===== src/rtl/branch_pc_unit.sv =====
// Program counter owner for the fetch stage: applies branch/jump redirects, times the
// wrong-path flush window and keeps saturating taken / not-taken branch statistics.
module branch_pc_unit #(
    parameter int                     PC_WIDTH     = 16,
    parameter logic [PC_WIDTH-1:0]    RESET_PC     = '0,
    parameter int                     FLUSH_CYCLES = 2
) (
    input  logic                clk,
    input  logic                rst_n,
    input  logic                stall,
    input  logic                branch_valid,
    input  logic                taken,
    input  logic [PC_WIDTH-1:0] branch_target,
    input  logic                jump_valid,
    input  logic [PC_WIDTH-1:0] jump_target,
    output logic [PC_WIDTH-1:0] pc,
    output logic                flush,
    output logic                redirect,
    output logic [PC_WIDTH-1:0] taken_count,
    output logic [PC_WIDTH-1:0] not_taken_count
);

    typedef enum logic {RUN, FLUSH} state_t;

    // Down-counter holds remaining flush cycles after the current one.
    localparam logic [2:0]          FLUSH_LAST = 3'(FLUSH_CYCLES - 1);
    localparam logic [PC_WIDTH-1:0] CNT_MAX    = '1;
    localparam logic [PC_WIDTH-1:0] PC_ONE     = PC_WIDTH'(1);

    state_t                state_q, state_d;
    logic [2:0]            fcnt_q, fcnt_d;
    logic [PC_WIDTH-1:0]   pc_q, pc_d;
    logic                  flush_q, flush_d;
    logic                  redirect_q, redirect_d;
    logic [PC_WIDTH-1:0]   tc_q, tc_d;
    logic [PC_WIDTH-1:0]   ntc_q, ntc_d;
    logic [PC_WIDTH-1:0]   pc_seq;

    assign pc_seq = stall ? pc_q : pc_q + PC_ONE;

    always_comb begin
        state_d    = state_q;
        fcnt_d     = fcnt_q;
        pc_d       = pc_q;
        flush_d    = flush_q;
        redirect_d = 1'b0;
        tc_d       = tc_q;
        ntc_d      = ntc_q;
        case (state_q)
            RUN: begin
                if (branch_valid && taken && tc_q != CNT_MAX)
                    tc_d = tc_q + PC_ONE;
                if (branch_valid && !taken && ntc_q != CNT_MAX)
                    ntc_d = ntc_q + PC_ONE;
                // Redirects win over stall; a not-taken branch lets a younger jump through.
                if (branch_valid && taken) begin
                    pc_d       = branch_target;
                    redirect_d = 1'b1;
                    flush_d    = 1'b1;
                    fcnt_d     = FLUSH_LAST;
                    state_d    = FLUSH;
                end else if (jump_valid) begin
                    pc_d       = jump_target;
                    redirect_d = 1'b1;
                    flush_d    = 1'b1;
                    fcnt_d     = FLUSH_LAST;
                    state_d    = FLUSH;
                end else begin
                    pc_d = pc_seq;
                end
            end
            FLUSH: begin
                pc_d = pc_seq;
                if (fcnt_q == 3'd0) begin
                    flush_d = 1'b0;
                    state_d = RUN;
                end else begin
                    fcnt_d = fcnt_q - 3'd1;
                end
            end
            default: begin
                state_d = RUN;
                flush_d = 1'b0;
            end
        endcase
    end

    always_ff @(posedge clk or negedge rst_n) begin
        if (!rst_n) begin
            state_q    <= RUN;
            fcnt_q     <= 3'd0;
            pc_q       <= RESET_PC;
            flush_q    <= 1'b0;
            redirect_q <= 1'b0;
            tc_q       <= '0;
            ntc_q      <= '0;
        end else begin
            state_q    <= state_d;
            fcnt_q     <= fcnt_d;
            pc_q       <= pc_d;
            flush_q    <= flush_d;
            redirect_q <= redirect_d;
            tc_q       <= tc_d;
            ntc_q      <= ntc_d;
        end
    end

    assign pc              = pc_q;
    assign flush           = flush_q;
    assign redirect        = redirect_q;
    assign taken_count     = tc_q;
    assign not_taken_count = ntc_q;

endmodule


===== config.mk =====
export PLATFORM = sky130hd
export DESIGN_NAME = branch_pc_unit
export DESIGN_NICKNAME = d
export VERILOG_FILES = /design/src/rtl/branch_pc_unit.sv
export SDC_FILE = /design/constraint.sdc
export NUM_CORES = 1
export LEC_CHECK = 0
export CORE_MARGIN = 10
export CORE_UTILIZATION = 43
export DETAILED_ROUTE_END_ITERATION = 7
export PLACE_DENSITY = 0.77
export SKIP_CTS_REPAIR_TIMING = 1
export SYNTH_ARGS = -nofsm -noshare
export SYNTH_HDL_FRONTEND = slang
export SYNTH_SLANG_ARGS = --single-unit

===== constraint.sdc =====
create_clock -name clk -period 1.7 [get_ports clk]
set_input_delay 0.425 -clock clk [delete_from_list [all_inputs] [get_ports clk]]
set_output_delay 0.425 -clock clk [all_outputs]
set_load 0.05 [all_outputs]

==> results.py <==
metrics = {
    "worst_setup_path": {
        "arrival_ns": 1.95,
        "source_of_the_worst_register_to_register_timing_path": "pc[7]$_DFF_PN0_",
        "timing_worst_setup_path_type": "reg2reg",
        "crit-reg2reg-capture": "pc[14]$_DFF_PN0_",
        "worst_setup_path_startpoint": "pc[7]$_DFF_PN0_",
        "worstSetupEndpoint": "pc[14]$_DFF_PN0_",
        "required_ns": 1.93,
        "path_max_fanout": 6,
        "crit_path_start_kind": "register",
        "timing.critical_path.to_type": "register",
        "register_to_register_setup_slack_ns": -0.02,
        "r2r_cells": 4,
    },
    "floorplan": {
        "core_area_mm2": 0.00646,
        "start_util_pct": 45.2,
        "top_ports": 88,
        "die_width_um": 102,
        "dieHeight_um": 102,
        "rows": 29,
        "die_area_mm2": 0.0105,
    },
    "placed_design": {
        "hpwl_mm": 7.13,
        "post-place-cells": 496,
        "buffer_ports.inserted": 87,
        "routabilityCongestion": 0.847,
        "placement.cell_area_mm2": 0.00485,
    },
    "logic_synthesis": {
        "fraction_of_synthesized_area_in_multiplexers_pct": 1.24,
        "synth_area_mm2": 0.00292,
        "complex_gate_fraction_of_the_synthesized_area_pct": 10.7,
        "avgSynthCellArea_um2": 10.1,
        "synth_simple_gate_area_share_pct": 24.2,
        "synthCells": 288,
        "ys_types": 53,
        "synth-edff-count": 0,
        "syn_nets": 331,
        "synth_xor_area_share_pct": 12.0,
        "seq_area_frac_synth_pct": 46.3,
        "synth.ff_latch_count": 54,
        "ys_async_sr_fraction_pct": 100,
        "synth_flop_cell": "sky130_fd_sc_hd__dfrtp_1",
        "largest_family_of_logic_cells_by_synthesized_area": "simple AND/OR/NAND/NOR gates",
        "post_synth_fa_ha_maj_area_fraction_pct": 2.14,
        "ys.warnings.count": 0,
    },
    "sta": {
        "max_slew.worst_pin.slew_ns": 0.531,
        "fin_ws_ns": -0.0248,
        "timing.final.crit_period_ns": 1.72,
        "worst_case_clock_skew_ns": 0.00459,
        "final-max-slew-violation-count": 0,
        "final_min_period_over_clock_period_pct": 101,
        "achievable_clock_frequency_ghz": 0.580,
        "max-slew-margin-rel_pct": 64.3,
        "hold_viol": 0,
        "timing.final.setup_violations": 1,
    },
    "grt": {
        "antenna_violations_before_repair": 2,
        "grt_util_all_layers_pct": 18.0,
        "grt_remaining_overflow": 0,
        "grt_pass1_wl_mm": 15.1,
        "grt_max_degree": 55,
        "grt_pass1_vias": 2999,
    },
    "cells_and_area": {
        "syn_to_final_growth_pct": 76.3,
        "layout-drive-gt1-share_pct": 43.2,
        "final_cell_area_mm2": 0.00514,
        "finish.net_count": 475,
        "instances_no_fill": 512,
        "highest_count_cells_in_the_layout_ignoring_fill_and_taps": "sky130_fd_sc_hd__buf_4 (59), sky130_fd_sc_hd__buf_12 (50), sky130_fd_sc_hd__clkdlybuf4s50_1 (33), sky130_fd_sc_hd__dfrtp_2 (33), sky130_fd_sc_hd__xnor2_1 (23)",
        "most_frequent_standard_cell_in_the_layout_excluding_fill_and_tap_cells": "sky130_fd_sc_hd__buf_4",
    },
    "detailed_routing": {
        "drc": 0,
        "detail_route.vias_per_cell": 5.76,
        "routed-wl-met2_mm": 5.14,
        "wl_met1_mm": 3.84,
        "drtAntennaViolNets": 0,
        "avgRoutedWirePerCell_um": 19.4,
        "wl_mm": 9.93,
        "top_layer": "met4",
        "via_count": 2947,
        "detail_route.first_pass.iterations": 4,
        "routed-wl-met3_um": 708,
        "initialDrtViolationCount": 188,
    },
    "cts": {
        "cts.path.max_buffers": 2,
        "cts-htree-levels": 2,
        "cts_tree": "yes",
        "cts_buffers": 5,
        "tritoncts_num_sinks": 54,
        "clkTransAtPathRegs_ns": 0.10,
        "worstSkewPairLatency_ns": 0.31,
        "clockRootBuffer": "sky130_fd_sc_hd__clkbuf_8",
    },
    "worst_hold_path": {
        "holdCritPathClass": "in2async",
    },
    "power_and_ir_drop": {
        "vdd.ir_drop.worst_v": 0.00122,
        "power_density_mw_per_mm2": 1460,
        "power_leakage_nw": 2.24,
    },
    "run": {
        "cap_viol_max_count": 0,
    },
    "outcome": {
        "status": "finished with violations",
        "failed_checks": "negative setup slack",
    },
}
[layer usage]
layer	vias to the layer above	GRT usage, %
li1	1349	-
met1	1439	21.9
met2	137	30.4
met3	22	4.25
met4	0	6.07
met5	-	0
[cell families after synthesis]
logic type	count (synthesis)
XOR/XNOR	40
adder cells (fa/ha/maj)	5
buffers and inverters	22
AO/OA/AOI/OAI	47
multiplexers	3
flip-flops	54
AND/OR/NAND/NOR	117
[sequential cells by signal, summed over array words and instances (netlist names)]
name	count
fcnt_q	3
not_taken_count	16
state_q	1
redirect	1
flush	1
taken_count	16
pc	16
[power by group]
part | total [mW] | switching, mW | internal, mW
clock | 0.848 | 0.435 | 0.412
sequential | 2.08 | 0.402 | 1.68
combinational | 4.58 | 2.41 | 2.17
[layout make-up]
class / count / area (µm²)
Inverter: 10 / 37.5
Fill cell: 374 / 1320
Tap cell: 77 / 96.3
Sequential cell: 54 / 1390
Timing Repair Buffer: 149 / 1850
Antenna cell: 2 / 5.00
Multi-Input combinational cell: 212 / 1650
Clock buffer: 8 / 110
[cell usage after synthesis (all sizes together), types with 7 or more instances]
master   n  area, µm²
dfrtp   54       1350
xnor2   23        201
nand2   21       78.8
xor2    17        149
nand3   15       80.1
nand4   12       87.6
nor2    12       45.0
o22ai   12       75.1
a21oi   11       55.1
and3    11       70.1
inv     10       37.5
nor3     9       50.1
nor4     9       71.3
a22oi    8       60.1
clkbuf   7       28.8
[metrics by stage]
step           total power [mW]  utilization [%]  setup TNS [ns]  setup slack [ns]  hold WS [ns]
2_1_floorplan              4.13                -          -0.344            -0.132         0.129
3_3_place_gp               6.33             75.2          -12.77            -0.467         0.441
3_5_place_dp               6.47             75.2          -15.20            -0.544         0.444
4_1_cts                    7.33             76.9           -2.59            -0.216         0.112
5_1_grt                    7.83             79.6         -0.0977           -0.0497         0.113
6_report                   7.50             79.6         -0.0248           -0.0248        0.0953
[critical path, cell delays in order, from the launching register on]
cell and delay [ns]:
sky130_fd_sc_hd__dfrtp_2 0.39, sky130_fd_sc_hd__nand3_2 0.19, sky130_fd_sc_hd__or3_1 0.42, sky130_fd_sc_hd__or4_1 0.51, sky130_fd_sc_hd__o211ai_1 0.12
[worst min path at each step]
| stage | endpoint | from | slack (ns) | cells past startpoint |
|---|---|---|---|---|
| floorplan | fcnt_q[0]$_DFFE_PN0P_ | rst_n | 0.13 | 0 |
| detailed placement | not_taken_count[4]$_DFFE_PN0P_ | rst_n | 0.44 | 2 |
| finish | not_taken_count[4]$_DFFE_PN0P_ | rst_n | 0.1 | 2 |
| global placement | not_taken_count[3]$_DFFE_PN0P_ | rst_n | 0.44 | 2 |
| global route | not_taken_count[2]$_DFFE_PN0P_ | rst_n | 0.11 | 2 |
| CTS | not_taken_count[4]$_DFFE_PN0P_ | rst_n | 0.11 | 2 |
Note: power is estimated with default switching activity, not from simulation.
==> patch 1: new RTL, config.mk and constraints unchanged <==
The output `redirect` loses its register stage (`redirect_q` becomes a continuous assignment).
--- a/src/rtl/branch_pc_unit.sv
+++ b/src/rtl/branch_pc_unit.sv
@@ -92,5 +92,4 @@
             pc_q       <= RESET_PC;
             flush_q    <= 1'b0;
-            redirect_q <= 1'b0;
             tc_q       <= '0;
             ntc_q      <= '0;
@@ -100,9 +99,10 @@
             pc_q       <= pc_d;
             flush_q    <= flush_d;
-            redirect_q <= redirect_d;
             tc_q       <= tc_d;
             ntc_q      <= ntc_d;
         end
     end
+
+    assign redirect_q = redirect_d;
 
     assign pc              = pc_q;
Function: changed (a bounded check fails within 4 cycles, from zero or initial values and one cycle with rst_n low).
==> patch 1 against the original RTL <==
The flow still finishes with violations (negative setup slack); area after synthesis down 0.86%; total power down 0.36%; first-iteration DRC count down 47%; design area down 0.44%; die area down 0.69%; setup slack worse by 0.019 ns; utilization down 0.35 points; sequential power down 2%; clock power down 15%; wire length down 3.1%; sequential cell count down 1; critical path depth up 1; critical path type is now reg -> out; largest cell class unchanged; largest power group unchanged.
==> patch 1: results (changes against the original RTL) <==
Clk cell area share: 1.71% (-0.43 points)
Largest cells by area after synthesis: dfrtp_1, xnor2_1, xor2_1, nand2_1, o22ai_1
Routing usage on met3: 5.13% (+0.88 points)
Cell types with the highest counts after synthesis: dfrtp_1, xnor2_1, nand2_1
Sum of net half-perimeters after detailed placement: 7200 um (+0.96%)
Final-stage net count: 485 (+2.1%)
Startpoint of the worst setup timing path: state_q
Multi-input gate area in the final layout: 1580 um2 (-4.3%)
Met3 Routed Length: 573 um (-19%)
GRT met1 Usage: 19.7% (-2.2 points)
Pin count of the biggest net entering global routing: 54 (-1.8%)
Non-clock buffering overhead in the final layout: 38.0% (+2.0 points)
Register-to-Register Path Depth: 6 (+2)
Met2 wire length: 5120 um (-0.39%)
Arrival time of the worst setup path: 1.32 ns (-0.63 ns)
Status: finished, violations left
Routed via count divided by cell count: 5.59 (-2.9%)
Detailed-route wire length per cell: 18.5 um (-4.6%)
Number of global-route vias before repair: 3026 (+0.90%)
Total leakage power: 2.25 nW (+0.17%)
Met1 Wirelength: 3680 um (-4.2%)
Total global routing track utilization: 18.0% (+0.060 points)
Total of clock buffers placed in the layout: 6 (-2)
Biggest cell delay along the critical path: 0.45 ns (-0.06 ns)
Worst Hold Margin: 0.0961 ns (+0.000751 ns)
Failing checks: negative setup slack
Signed area change from the synthesized netlist to the final layout: 77.0%
Count of antenna diodes in the layout: 0 (-2)
Cell family with the largest share of critical-path delay: buffers and inverters
Final worst clock skew: 0.00761 ns (+0.00302 ns)
GR Util met2: 32.5% (+2.1 points)
Fillers: 378 (+1.1%)
Endpoints failing setup: 1 (unchanged)
Least-Margin Pin Slew: 0.464 ns (-0.0661 ns)
Fraction of final layout cells sized beyond drive strength 1: 43.3% (+0.15 points)
Placed Cells incl. Taps: 499 (+0.60%)
Placement Setup Slack: -0.578 ns (-0.0340 ns)
End of the critical path: redirect
Net switching share of the total power: 43.3% (about the same)
Initial drt markers: 99 (-47%)
First-pass GRT wire length: 14900 um (-0.96%)
Setup slack after layout: -0.0435 ns (-0.0186 ns)
Largest voltage drop on the vdd net: 1.30 mV (+6.0%)
Fraction of area in registers: 26.7% (-0.35 points)
R2R Setup Slk: 0.03 ns (+0.05 ns)
Antenna violations before repair: 0 (-2)
Routability cong.: 0.836 (-1.3%)
Placed instance area: 4850 um2 (-0.15%)
Endpoint of the worst-slack reg-to-reg timing path: taken_count[4]
Crit-path slowest cell: dfrtp_2
Aggregate negative setup slack: -0.0435 ns (-0.0186 ns)
Proportion of synthesized chip area in sequential cells: 45.8% (-0.46 points)
patch 1: cell count changes in the layout (fill, tap and decap cells not counted), moves of 2 or more:
cell,delta
buf_4,+12
clkbuf_8,-3
buf_6,-3
clkinvlp_4,+3
nor3_2,+2
nor3_4,-2
diode_2,-2
dfrtp_1,-2
nor4_1,+2
patch 1: logic make-up (layout without fill, tap and decap cells):
family                   Yosys count  after routing  synth area share [%]
AND/OR/NAND/NOR                  117            117                  24.4
flip-flops                        53             53                  45.8
AO/OA/AOI/OAI                     47             47                  10.8
XOR/XNOR                          40             40                  12.1
buffers and inverters             22            178                  3.37
adder cells (fa/ha/maj)            5              5                  2.16
multiplexers                       3              3                  1.25
patch 1: power by group through the flow:
stage | clock, mW | combinational (mW) | sequential [mW]
2_1_floorplan | 0 | 1.01 | 3.09
3_3_place_gp | 0 | 4.27 | 2.01
3_5_place_dp | 0 | 4.39 | 2.04
4_1_cts | 0.732 | 4.41 | 2.02
5_1_grt | 0.794 | 4.95 | 2.08
6_report | 0.721 | 4.71 | 2.04
==> patch 2: new RTL, config.mk and constraints unchanged <==
Without the edit above. Set the parameter `PC_WIDTH` to 32 (it was 16).
--- a/src/rtl/branch_pc_unit.sv
+++ b/src/rtl/branch_pc_unit.sv
@@ -2,5 +2,5 @@
 // wrong-path flush window and keeps saturating taken / not-taken branch statistics.
 module branch_pc_unit #(
-    parameter int                     PC_WIDTH     = 16,
+    parameter int                     PC_WIDTH     = 32,
     parameter logic [PC_WIDTH-1:0]    RESET_PC     = '0,
     parameter int                     FLUSH_CYCLES = 2
Ports: changed (5 resized); port bits go from 88 to 168. The function was not compared with the original's and may differ.
==> patch 2 against the original RTL <==
The run still ends with negative setup slack left; clock power rose to 2.7 times the old value; hold slack improved by 0.030 ns; sequential power rose by 77%; total power rose by 75%; critical path depth rose by 3; non-clock buffer count rose by 176; design area rose by 110%; sequential cell count rose by 48; utilization rose by 4.9 points; area after synthesis rose by 87%; wire length rose by 130%; setup slack got worse by 0.33 ns; global-route usage rose by 3.5 points; highest routed layer unchanged.
==> patch 2: results (changes against the original RTL) <==
H-tree levels: 3 (+1)
Signed area change from the synthesized netlist to the final layout: 94.0%
Final-stage net count: 940 (+98%)
Proportion of synthesized chip area in sequential cells: 46.8% (+0.50 points)
Total leakage power: 4.57 nW (+100%)
Distinct cells, synth: 48 (-9.4%)
Clock slew at the register clock pins of the worst setup and hold paths: 0.07 ns (-0.03 ns)
Worst-Skew Late Latency: 0.37 ns (+0.06 ns)
Number of global-route vias before repair: 6122 (+100%)
Routed via count divided by cell count: 5.74 (-0.22%)
Largest fanout of any net on the critical path: 3 (-3)
Largest cells by area after synthesis: dfrtp_1, xnor2_1, xor2_1, a22oi_1, nand4_1
Multi-input logic cell count: 409 (+93%)
Cell types with the highest counts after synthesis: dfrtp_1, xnor2_1, nand2_1
Storage element area: 2660 um2 (+91%)
Initial drt markers: 425 (+130%)
Placed instance area: 9650 um2 (+99%)
Count of TritonRoute iterations in the first routing pass: 5 (+1)
Largest voltage drop on the vdd net: 1.30 mV (+6.0%)
Routability cong.: 0.876 (+3.4%)
Buffer cell driving the clock tree root: clkbuf_16
Crit-path slowest cell: dfrtp_2
Least-Margin Pin Slew: 0.669 ns (+0.138 ns)
Fraction of final layout cells sized beyond drive strength 1: 53.3% (+10 points)
Final worst clock skew: 0.00983 ns (+0.00524 ns)
Pin count of the biggest net entering global routing: 103 (+87%)
Total global routing track utilization: 21.5% (+3.5 points)
Antenna violations before repair: 1 (-1)
Setup slack after layout: -0.358 ns (-0.333 ns)
Sum of net half-perimeters after detailed placement: 14800 um (+110%)
Status: finished, violations left
Endpoints failing setup: 62 (+61)
Plain + repair buffers: 325 (+120%)
Count of antenna diodes in the layout: 1 (-1)
Non-clock buffering overhead in the final layout: 36.8% (+0.87 points)
Aggregate negative setup slack: -7.95 ns (-7.93 ns)
Detailed-route wire length per cell: 21.7 um (+12%)
R2R Setup Slk: -0.36 ns (-0.33 ns)
Placement Setup Slack: -0.775 ns (-0.231 ns)
Final total power: 13.2 mW (+75%)
Failing checks: negative setup slack
Quantity of I/O buffers inserted on ports: 167 (+92%)
Synth Area per Inst: 9.97 um2 (-1.6%)
Fraction of standard cell area in multi-input logic: 32.2% (+0.10 points)
TritonCTS buffer count: 9 (+4)
Num Clock Sinks: 102 (+89%)
Clk pwr: 2.33 mW (+170%)
Worst Hold Margin: 0.125 ns (+0.0295 ns)
## patch 2: logic make-up (layout without fill, tap and decap cells)
logic type	Yosys count	in the layout	synth area share, %
AOI/OAI and AO/OA	73	75	9.02
xor gates and xnor gates	91	91	14.6
adders and majority gates	5	5	1.15
buffers and inverters	39	359	2.85
DFF	102	102	46.8
muxes	3	3	0.597
other	0	1	0
and+or+nand+nor	234	235	25.0
## patch 2: path summary, 6_finish.rpt
| kind | start | depth (start not counted) | end |
|---|---|---|---|
| min in group clk | not_taken_count[4] | 1 | not_taken_count[4] |
| min | rst_n | 2 | not_taken_count[31] |
| max | not_taken_count[0] | 7 | not_taken_count[20] |
| max reg2reg | not_taken_count[0] | 7 | not_taken_count[20] |
| min reg2reg | not_taken_count[4] | 1 | not_taken_count[4] |
| max in group asynchronous | rst_n | 2 | taken_count[3] |
## patch 2: routing by layer
layer	track usage, %	routed length, um
met1	23.2	8350
met2	37.3	11600
met3	6.70	1830
met4	10.2	923
met5	0	0
